<file path="src/rtl/ntt_pkg.sv">
// Shared NTT constants for q = 3329: modulus, Barrett constants and datapath widths.
// Imported by barrett_reduce and modular_multiplication_pipe.
package ntt_pkg;

    localparam int DEFAULT_DATA_WIDTH = 12;
    localparam int DEFAULT_TAG_WIDTH  = 9;

    localparam logic [11:0] Q         = 12'd3329;
    localparam logic [12:0] BARRETT_M = 13'd5039;
    localparam int          BARRETT_K = 24;

    localparam int Q_WIDTH    = 12;
    localparam int PROD_WIDTH = 24;
    localparam int MUL_WIDTH  = 37;
    localparam int RED_WIDTH  = 14;

    // Folds a value known to be in [0, 2q) back into [0, q).
    function automatic logic [RED_WIDTH-1:0] cond_sub_q(input logic [RED_WIDTH-1:0] r);
        logic [RED_WIDTH-1:0] res;
        res = r;
        if (r >= RED_WIDTH'(Q)) begin
            res = r - RED_WIDTH'(Q);
        end
        return res;
    endfunction

endpackage

</file>
<file path="src/rtl/barrett_reduce.sv">
// Combinational Barrett reduction of a 24-bit product modulo q = 3329, exposed as two
// halves (quotient estimate, then remainder) so the parent can register between them.
module barrett_reduce
    import ntt_pkg::*;
(
    input  logic [PROD_WIDTH-1:0] p_s2,
    output logic [Q_WIDTH-1:0]    t_s2,
    input  logic [PROD_WIDTH-1:0] p_s3,
    input  logic [Q_WIDTH-1:0]    t_s3,
    output logic [Q_WIDTH-1:0]    r_s3
);

    logic [MUL_WIDTH-1:0] prod_m;
    logic [RED_WIDTH-1:0] r_raw;
    logic [RED_WIDTH-1:0] r_fix;

    // Quotient estimate: floor(p * m / 2^k) underestimates floor(p / q) by at most one.
    always_comb begin
        prod_m = MUL_WIDTH'(p_s2) * MUL_WIDTH'(BARRETT_M);
        t_s2   = Q_WIDTH'(prod_m >> BARRETT_K);
    end

    // The true remainder lies in [0, 2q) < 2^14, so 14-bit wrap-around arithmetic is exact.
    always_comb begin
        r_raw = RED_WIDTH'(p_s3) - RED_WIDTH'(RED_WIDTH'(t_s3) * RED_WIDTH'(Q));
        r_fix = cond_sub_q(r_raw);
        r_s3  = Q_WIDTH'(r_fix);
    end

endmodule

</file>
<file path="src/rtl/modular_multiplication_pipe.sv">
// Three-stage pipelined z = (a * w) mod 3329 with Barrett reduction and valid/ready flow.
// Optional sideband tag travelling with each operand pair: define MODMUL_TAG_EN.
module modular_multiplication_pipe
    import ntt_pkg::*;
#(
    parameter int DATA_WIDTH = DEFAULT_DATA_WIDTH,
    parameter int TAG_WIDTH  = DEFAULT_TAG_WIDTH
) (
    input  logic                  clk,
    input  logic                  rst_n,
    input  logic                  in_valid,
    output logic                  in_ready,
    input  logic [DATA_WIDTH-1:0] a,
    input  logic [DATA_WIDTH-1:0] w,
    output logic                  out_valid,
    input  logic                  out_ready,
    output logic [DATA_WIDTH-1:0] z
`ifdef MODMUL_TAG_EN
    ,
    input  logic [TAG_WIDTH-1:0]  tag_in,
    output logic [TAG_WIDTH-1:0]  tag_out
`endif
);

    // Valid/ready: a beat moves on a rising edge where valid and ready are both high. The
    // three stages shift together whenever S3 is empty or being taken (adv); bubbles stay.
    logic adv;

    logic                  v1_q, v1_d;
    logic                  v2_q, v2_d;
    logic                  v3_q, v3_d;
    logic [PROD_WIDTH-1:0] p1_q, p1_d;
    logic [PROD_WIDTH-1:0] p2_q, p2_d;
    logic [Q_WIDTH-1:0]    t2_q, t2_d;
    logic [DATA_WIDTH-1:0] z_q,  z_d;

    logic [Q_WIDTH-1:0] t_s2;
    logic [Q_WIDTH-1:0] r_s3;

    barrett_reduce u_barrett (
        .p_s2 (p1_q),
        .t_s2 (t_s2),
        .p_s3 (p2_q),
        .t_s3 (t2_q),
        .r_s3 (r_s3)
    );

    always_comb begin
        adv  = ~v3_q | out_ready;
        v1_d = v1_q;
        v2_d = v2_q;
        v3_d = v3_q;
        p1_d = p1_q;
        p2_d = p2_q;
        t2_d = t2_q;
        z_d  = z_q;
        if (adv) begin
            v1_d = in_valid;
            v2_d = v1_q;
            v3_d = v2_q;
            // Data registers only load when a valid beat enters them.
            if (in_valid) begin
                p1_d = PROD_WIDTH'(a) * PROD_WIDTH'(w);
            end
            if (v1_q) begin
                p2_d = p1_q;
                t2_d = t_s2;
            end
            if (v2_q) begin
                z_d = DATA_WIDTH'(r_s3);
            end
        end
    end

    always_ff @(posedge clk or negedge rst_n) begin
        if (!rst_n) begin
            v1_q <= 1'b0;
            v2_q <= 1'b0;
            v3_q <= 1'b0;
            p1_q <= '0;
            p2_q <= '0;
            t2_q <= '0;
            z_q  <= '0;
        end else begin
            v1_q <= v1_d;
            v2_q <= v2_d;
            v3_q <= v3_d;
            p1_q <= p1_d;
            p2_q <= p2_d;
            t2_q <= t2_d;
            z_q  <= z_d;
        end
    end

    assign in_ready  = adv;
    assign out_valid = v3_q;
    assign z         = z_q;

`ifdef MODMUL_TAG_EN
    logic [TAG_WIDTH-1:0] tag1_q, tag1_d;
    logic [TAG_WIDTH-1:0] tag2_q, tag2_d;
    logic [TAG_WIDTH-1:0] tag3_q, tag3_d;

    // Tags follow exactly the same load enables as the data they describe.
    always_comb begin
        tag1_d = tag1_q;
        tag2_d = tag2_q;
        tag3_d = tag3_q;
        if (adv) begin
            if (in_valid) begin
                tag1_d = tag_in;
            end
            if (v1_q) begin
                tag2_d = tag1_q;
            end
            if (v2_q) begin
                tag3_d = tag2_q;
            end
        end
    end

    always_ff @(posedge clk or negedge rst_n) begin
        if (!rst_n) begin
            tag1_q <= '0;
            tag2_q <= '0;
            tag3_q <= '0;
        end else begin
            tag1_q <= tag1_d;
            tag2_q <= tag2_d;
            tag3_q <= tag3_d;
        end
    end

    assign tag_out = tag3_q;
`else
    // No sideband path in this build; TAG_WIDTH is kept for a uniform parameter list.
`endif

endmodule

</file>
<file path="config.mk">
export PLATFORM = sky130hd
export DESIGN_NAME = modular_multiplication_pipe
export DESIGN_NICKNAME = d
export VERILOG_FILES = /design/src/rtl/ntt_pkg.sv /design/src/rtl/barrett_reduce.sv /design/src/rtl/modular_multiplication_pipe.sv
export SDC_FILE = /design/constraint.sdc
export NUM_CORES = 1
export LEC_CHECK = 0
export BUFFER_PORTS_ARGS = -buffer_cell sky130_fd_sc_hd__buf_4
export CAP_MARGIN = 20
export CORE_UTILIZATION = 40
export DETAILED_ROUTE_END_ITERATION = 12
export MAX_ROUTING_LAYER = met4
export PLACE_DENSITY = 0.58
export SYNTH_ARGS = -nofsm -noshare
export SYNTH_HDL_FRONTEND = slang
export SYNTH_HIERARCHICAL = 1
export SYNTH_SLANG_ARGS = --single-unit
</file>
<file path="constraint.sdc">
create_clock -name clk -period 4.8 [get_ports clk]
set_input_delay 0 -clock clk [delete_from_list [all_inputs] [get_ports clk]]
set_output_delay 0 -clock clk [all_outputs]
set_load 0.01 [all_outputs]
</file>
* Yosys cells after proc, flatten, opt, wreduce, memory -nomap -nowiden
Cells that the tools add are included.
Operators by class: bitwise logic cells 2, mux-type cells 1, reductions and logical operators 3, $lt $le $gt $ge 1, multipliers 3, add/subtract/negate cells 2
Operators by type and width (count):
- $mul 24x13->36 const B | 1
- $mul 12x12->24 | 1
- $ge 14x12->1 const B | 1
- $mul 12x12->14 const B | 1
- $sub 14x14->14 | 1
- $mux 12 | 1
- $sub 12x12->12 const B | 1
- $reduce_and 2->1 | 3
- $not 1->1 | 1
- $or 1x1->1 | 1
Word-level totals: output and inout port bits 14, bits in registers 65, logic and storage cells 19, input bits 28

* Depth between registers and ports, before layout
Gate-level depths: netlist of the first run.
depth in word-level cells 4, depth in mapped cells 21, mapped depth without buffers 21

* Hierarchy
The synthesis of the first run kept the hierarchy.
Modules (own cells, without submodules):
- modular_multiplication_pipe | sequential area each 1876.8 µm², times used 1, area each 7549.7 µm², cells an instance 782
- barrett_reduce | sequential area each 0.0 µm², times used 1, area each 6870.3 µm², cells an instance 696

* Least setup slack after synthesis of the first run
Ideal clock, no wire load.
kind flip-flop to flip-flop, start reg p1_q[7], end reg t2_q[11], setup time 0.125 ns, slack -0.483 ns, arrival time 5.158 ns, required time 4.675 ns, cell stages (with the launch flop) 18, path buffers 0, period minus slack after synthesis 5.283 ns, cell sequence dfrtp_1 -> fa_1 -> fa_1 -> fa_1 -> fa_1 -> inv_1 -> fa_1 -> inv_1 -> ha_1 -> nand3_1 -> o22ai_1 -> o311ai_0 -> a31o_2 -> a31oi_1 -> a21o_1 -> a21oi_1 -> xor2_1 -> mux2_2
On the way: longest elaborated chain between the ends 1
Ends and longest elaborated chain:
- start: declaration | line modular_multiplication_pipe.sv:32 | logic [PROD_WIDTH-1:0] p1_q, p1_d;
- start signal: assignment | line modular_multiplication_pipe.sv:88 | p1_q <= p1_d;
- $mul 24x13->36 | line barrett_reduce.sv:19 | prod_m = MUL_WIDTH'(p_s2) * MUL_WIDTH'(BARRETT_M);
- named net t_s2[11] | line modular_multiplication_pipe.sv:37 | logic [Q_WIDTH-1:0] t_s2;
- end signal: assignment | line modular_multiplication_pipe.sv:90 | t2_q <= t2_d;
- end: declaration | line modular_multiplication_pipe.sv:34 | logic [Q_WIDTH-1:0] t2_q, t2_d;
The timed path passes the listed nets, and every way through them passes these cells. A chain may end at the register's enable or synchronous reset.

* Worst setup path in the final report of the first run
start reg p1_q[7], end reg t2_q[5]
The elaborated chain is that of the path after synthesis.

==> results of run 1 <==
[state kept, by name (all words and copies together), names as in the netlist]
register / flops
out_valid: 1
p1_q: 24
p2_q: 14
t2_q: 12
v1_q: 1
v2_q: 1
z: 12
[through the flow]
| step | util [%] | setup slack [ns] | area, um2 |
|---|---|---|---|
| finish | 48.3 | -0.336 | 16700 |
| global route | 48.3 | -0.574 | 16700 |
| CTS | 47.1 | -0.355 | 16300 |
| detailed placement | 45.6 | -0.364 | 15800 |
| global placement | 45.6 | -0.295 | 15800 |
| floorplan | - | -0.0915 | 14200 |
[area by class of cell]
type | instances | area share (%)
Clock buffer | 10 | 1.43
Multi-Input combinational cell | 1015 | 68.6
Inverter | 334 | 7.52
Timing Repair Buffer | 190 | 8.81
Sequential cell | 65 | 9.89
Clock inverter | 6 | 0.293
Tap cell | 455 | 3.42
[per-layer routing]
metal | wire length [um] | vias up | GRT usage (%)
li1 | - | 4940 | -
met2 | 15200 | 86 | 30.4
met1 | 14800 | 5058 | 24.9
met5 | 0 | - | -
met3 | 563 | 23 | 1.76
met4 | 297 | 0 | 3.19
[path summary, 6_finish.rpt]
kind                       startpoint         to  slack (ns)  cells after the start
hold / removal                   a[0]    p1_q[0]        0.04                      3
min in group asynchronous       rst_n      z[10]        0.29                      2
setup reg to reg              p1_q[7]    t2_q[5]       -0.34                     18
setup / recovery              p1_q[7]    t2_q[5]       -0.34                     18
hold reg to reg                  v2_q  out_valid        0.47                      2
max in group asynchronous       rst_n   p1_q[15]        3.86                      2
[critical path: cells and delay by family, from the launching register on]
kind | cells | cell delay, ns
buffers and inverters | 4 | 0.38
flip-flops | 1 | 0.48
XOR/XNOR | 1 | 0.10
adder cells (fa/ha/maj) | 6 | 2.76
AND/OR/NAND/NOR | 1 | 0.11
multiplexers | 1 | 0.26
AO/OA/AOI/OAI | 5 | 0.93
[what timing repair did]
action                     in CTS  in global routing
setup buffers                  13                 11
cloned                          1                  1
pin swaps                      16                 73
setup endpoints to repair      23                 23
hold endpoints to repair       65                  0
hold buffers                    1                  0
gates resized for setup        22                 56
==> impl_metrics.tcl, run 1 <==
set metrics [dict create \
    status "complete, but fails checks" \
    violations "setup timing" \
    cp_slowest_cell "fa_1" \
    layout.cells.non_filler 2075 \
    via_per_inst 4.87 \
    cts_made_buffers 9 \
    cts_max_level 3 \
    grt_max_degree 66 \
    syn_nets 1944 \
    io_buffers 41 \
    slowest_delay_ns 0.57 \
    worstPathCellList "fa_2 -> fa_1 -> fa_1 -> fa_1 -> inv_1 -> fa_1 -> inv_2 -> ha_4 -> inv_1 -> o22ai_4 -> o311ai_4 -> buf_4 -> a41oi_2 -> o21ai_1 -> nand2b_1 -> a21oi_2 -> xnor2_1 -> mux2_2" \
    seqCellArea_um2 1650 \
    drtIter0Drc 374 \
    cts_tree "built" \
    diodes 0 \
    num_rows 68 \
    layout.nets 2101 \
    crit_required_ns 5.02 \
    routed-via-count 10100 \
    dpl.hpwl_um 26400 \
    setup_tns_ns -2.60 \
    die_y_um 189 \
    startpoint_type "flop" \
    die_area_um2 35900 \
    gp_congestion 0.893 \
    syn_area_per_cell_um2 9.64 \
    tightestPinTransition_ns 0.971 \
    drc 0 \
    final_common_cell "inv_1" \
    core_area_um2 34500 \
    postRouteAntennaNets 0 \
    setup_violations 11 \
    rsz0062_at_grt "true" \
    ioPinCount 42 \
    gr-total-overflow 0 \
    maxSlewHeadroom_pct 35.2 \
    hp-class "primary input to flop" \
    n_fill_cell 3297 \
    worst_ep_arrival_time_ns 5.35 \
    area_growth_pct 18.6 \
    layout-drive-gt1-share_pct 21.5 \
    yosysWarningCount 6 \
    fmax_mhz 195 \
    antenna_found_initial 0 \
    critPathMostFrequentCell "fa_1" \
    clk_latency_ns 0.35 \
    clk_pin_slew_ns 0.07 \
    critPathKind "flop to flop" \
    grt_pass1_wl_um 51600 \
    hold_ws_ns 0.0365 \
    setup_ws_ns -0.336 \
    finalMaxSlewViolations 0 \
    dp_cells 2032 \
    finalCriticalPeriod_ns 5.14 \
    drtPass1Iterations 4 \
    grt_pass1_vias 10400 \
    crit_fanout 6 \
    maxCapViolations 0 \
    final_cell_mix "inv_1 (325), fa_1 (229), ha_1 (211)" \
    multi_input_area_um2 11400 \
    clock_path_buffers 2 \
    totalWireLength_um 30900 \
    die_w_um 189 \
    syn-cell-area_um2 14100 \
    worst_setup_path_end_kind "flop" \
    finClkSkew_ns 0.0125 \
    track_usage_pct 18.5 \
    cts-root-buf "clkbuf_16" \
    netlist_instances 1458 \
    final_hold_viol_count 0 \
    cts_sinks 65 \
    initial_utilization_pct 40.7 \
    period_share_pct 107 \
    wire_per_inst_um 14.9 \
]
Power of run 1 is not shown: default switching activity piles up to over one toggle a cycle in this logic, so the estimate is an artifact.
==> run 2: changes to the inputs <==
--- a/config.mk
+++ b/config.mk
@@ -10,7 +10,7 @@
 export CORE_UTILIZATION = 40
 export DETAILED_ROUTE_END_ITERATION = 12
 export MAX_ROUTING_LAYER = met4
-export PLACE_DENSITY = 0.58
+export PLACE_DENSITY_LB_ADDON = 0.12
 export SYNTH_ARGS = -nofsm -noshare
 export SYNTH_HDL_FRONTEND = slang
 export SYNTH_HIERARCHICAL = 1
==> run 2 against run 1 <==
Against the previous run:
- the flow still finishes with violations (setup timing)
- highest routed layer unchanged
- maximum frequency decreased by 0.24%
- global-route usage up 0.31 points
- routed wire length is 1.7% higher
- utilization barely moved
- via count is 1.3% higher
- worst setup slack worse by 0.013 ns
- die area unchanged
- flip-flop and latch count stayed put
- critical path type unchanged
- final cell count grew 0.39%
- register-to-register slack barely moved
- clock-buffer cell count stayed put
- worst hold slack lost 0.012 ns
==> impl_metrics.tcl, run 2 (same netlist as run 1, synthesis figures left out) <==
set metrics [dict create \
    reg2reg_depth 17 \
    diodes 0 \
    via_per_inst 4.92 \
    setup_ws_ns -0.349 \
    die_area_um2 35900 \
    crit_fanout 6 \
    placed_area_um2 15800 \
    multi_input_area_um2 11400 \
    grt_pass1_wl_um 51800 \
    path_depth 17 \
    critPathKind "flop to flop" \
    finClkSkew_ns 0.0155 \
    finalMaxSlewViolations 0 \
    crit_required_ns 5.03 \
    hold_start "a[0]" \
    hold_depth 3 \
    core_area_um2 34500 \
    n_fill_cell 3370 \
    routed-via-count 10200 \
    status "complete, but fails checks" \
    area_growth_pct 18.6 \
    antenna_found_initial 0 \
    cpLargestDelayFamily "adder cells" \
    drtIter0Drc 438 \
    critical_path.startpoint "p1_q[19]" \
    cts_max_level 3 \
    grt_max_degree 66 \
    die_w_um 189 \
    wire_per_inst_um 15.1 \
    final_hold_viol_count 0 \
    top_register "p1_q" \
    hold_ws_ns 0.0246 \
    layout-drive-gt1-share_pct 21.3 \
    grt_util_met3_pct 2.15 \
    final_core_util_pct 48.3 \
    grt_pass1_vias 10300 \
    seqCellArea_um2 1650 \
    violations "setup timing" \
    cts_tree "built" \
    worstPathCellList "fa_1 -> fa_1 -> fa_1 -> fa_1 -> inv_1 -> fa_1 -> inv_2 -> ha_4 -> and3_4 -> and4_4 -> o311ai_4 -> a31o_4 -> a31oi_4 -> a21o_1 -> a21oi_2 -> xor2_1 -> mux2_2" \
    gp_congestion 0.909 \
    ioPinCount 42 \
    drc 0 \
    grt-busiest-layer "met2" \
    clk_latency_ns 0.36 \
    startpoint_type "flop" \
    place_ws_ns -0.393 \
    io_buffers 41 \
    layout.nets 2109 \
    final_common_cell "inv_1" \
    hp-class "primary input to flop" \
    worst_ep_arrival_time_ns 5.38 \
    final_cell_mix "inv_1 (327), fa_1 (234), ha_1 (211)" \
    reg_top3 "p1_q: 24 flops, p2_q: 14 flops" \
    rsz0062_at_grt "true" \
    num_rows 68 \
    cp_slowest_cell "fa_1" \
    totalWireLength_um 31400 \
    use_met1_pct 27.4 \
    initial_utilization_pct 40.7 \
    setup_violations 11 \
    r2r_end "t2_q[11]" \
    finalCriticalPeriod_ns 5.15 \
    finalInstanceArea_um2 16700 \
    dpl.hpwl_um 26800 \
    die_y_um 189 \
    cts-root-buf "clkbuf_16" \
    cts_made_buffers 9 \
    grt_use_met2_pct 28.6 \
    maxCapViolations 0 \
    gr-total-overflow 0 \
    drtPass1Iterations 5 \
    postRouteAntennaNets 0 \
    clock_path_buffers 2 \
    slowest_delay_ns 0.62 \
    largest_reg_flops 24 \
    maxSlewHeadroom_pct 34.3 \
    cts_sinks 65 \
    tightestPinTransition_ns 0.984 \
    cp.buffers_inverters 2 \
    track_usage_pct 18.8 \
    fmax_mhz 194 \
    worst_setup_path_end_kind "flop" \
    critPathMostFrequentCell "fa_1" \
    period_share_pct 107 \
    crit_end "t2_q[11]" \
    r2r_start "p1_q[19]" \
    regToRegSetupSlack_ns -0.35 \
    clk_pin_slew_ns 0.05 \
]
-- run 2: worst min path at each step --
stage	end	slack, ns
6_report	p1_q[0]	0.02
5_1_grt	p1_q[0]	0.04
4_1_cts	p1_q[0]	0.01
3_5_place_dp	z[11]	0.18
3_3_place_gp	z[11]	0.17
2_1_floorplan	out_valid	-0.30
-- run 2: per-layer routing --
| metal | part of all wire [%] | vias up |
|---|---|---|
| met3 | 2.5 | 10 |
| met5 | 0 | - |
| met2 | 46 | 110 |
| met4 | 0.51 | 0 |
| li1 | - | 4960 |
| met1 | 51 | 5160 |
-- run 2: cell type report --
type / count / area share (%)
inverters: 334 / 7.52
clock inverters: 6 / 0.405
multi-input cells: 1015 / 68.4
clock buffers: 10 / 1.43
well taps: 455 / 3.41
flip-flops and latches: 65 / 9.88
repair buffers: 198 / 8.98
-- run 2: timing repair --
action                                 CTS  global route
setup endpoints to repair               20            23
pin swaps                               35            44
cloned                                   0             2
hold buffers                             1             0
buffers inserted                         9            13
resized for setup                       20            42
endpoints found under the hold margin   65             0
-- run 2: through the flow --
stage / std cells / setup TNS [ns]
after floorplan: 1458 / -0.114
after global placement: 2042 / -2.15
after detailed placement: 2042 / -3.29
after CTS: 2068 / -2.38
after global routing: 2083 / -4.44
final: 2083 / -2.63
-- run 2: worst min-delay path, cell delays in order --
cell and delay [ns]:
buf_4 0.17, nand3_1 0.10, nand2_1 0.06
Power of run 2 is left out for the same reason.
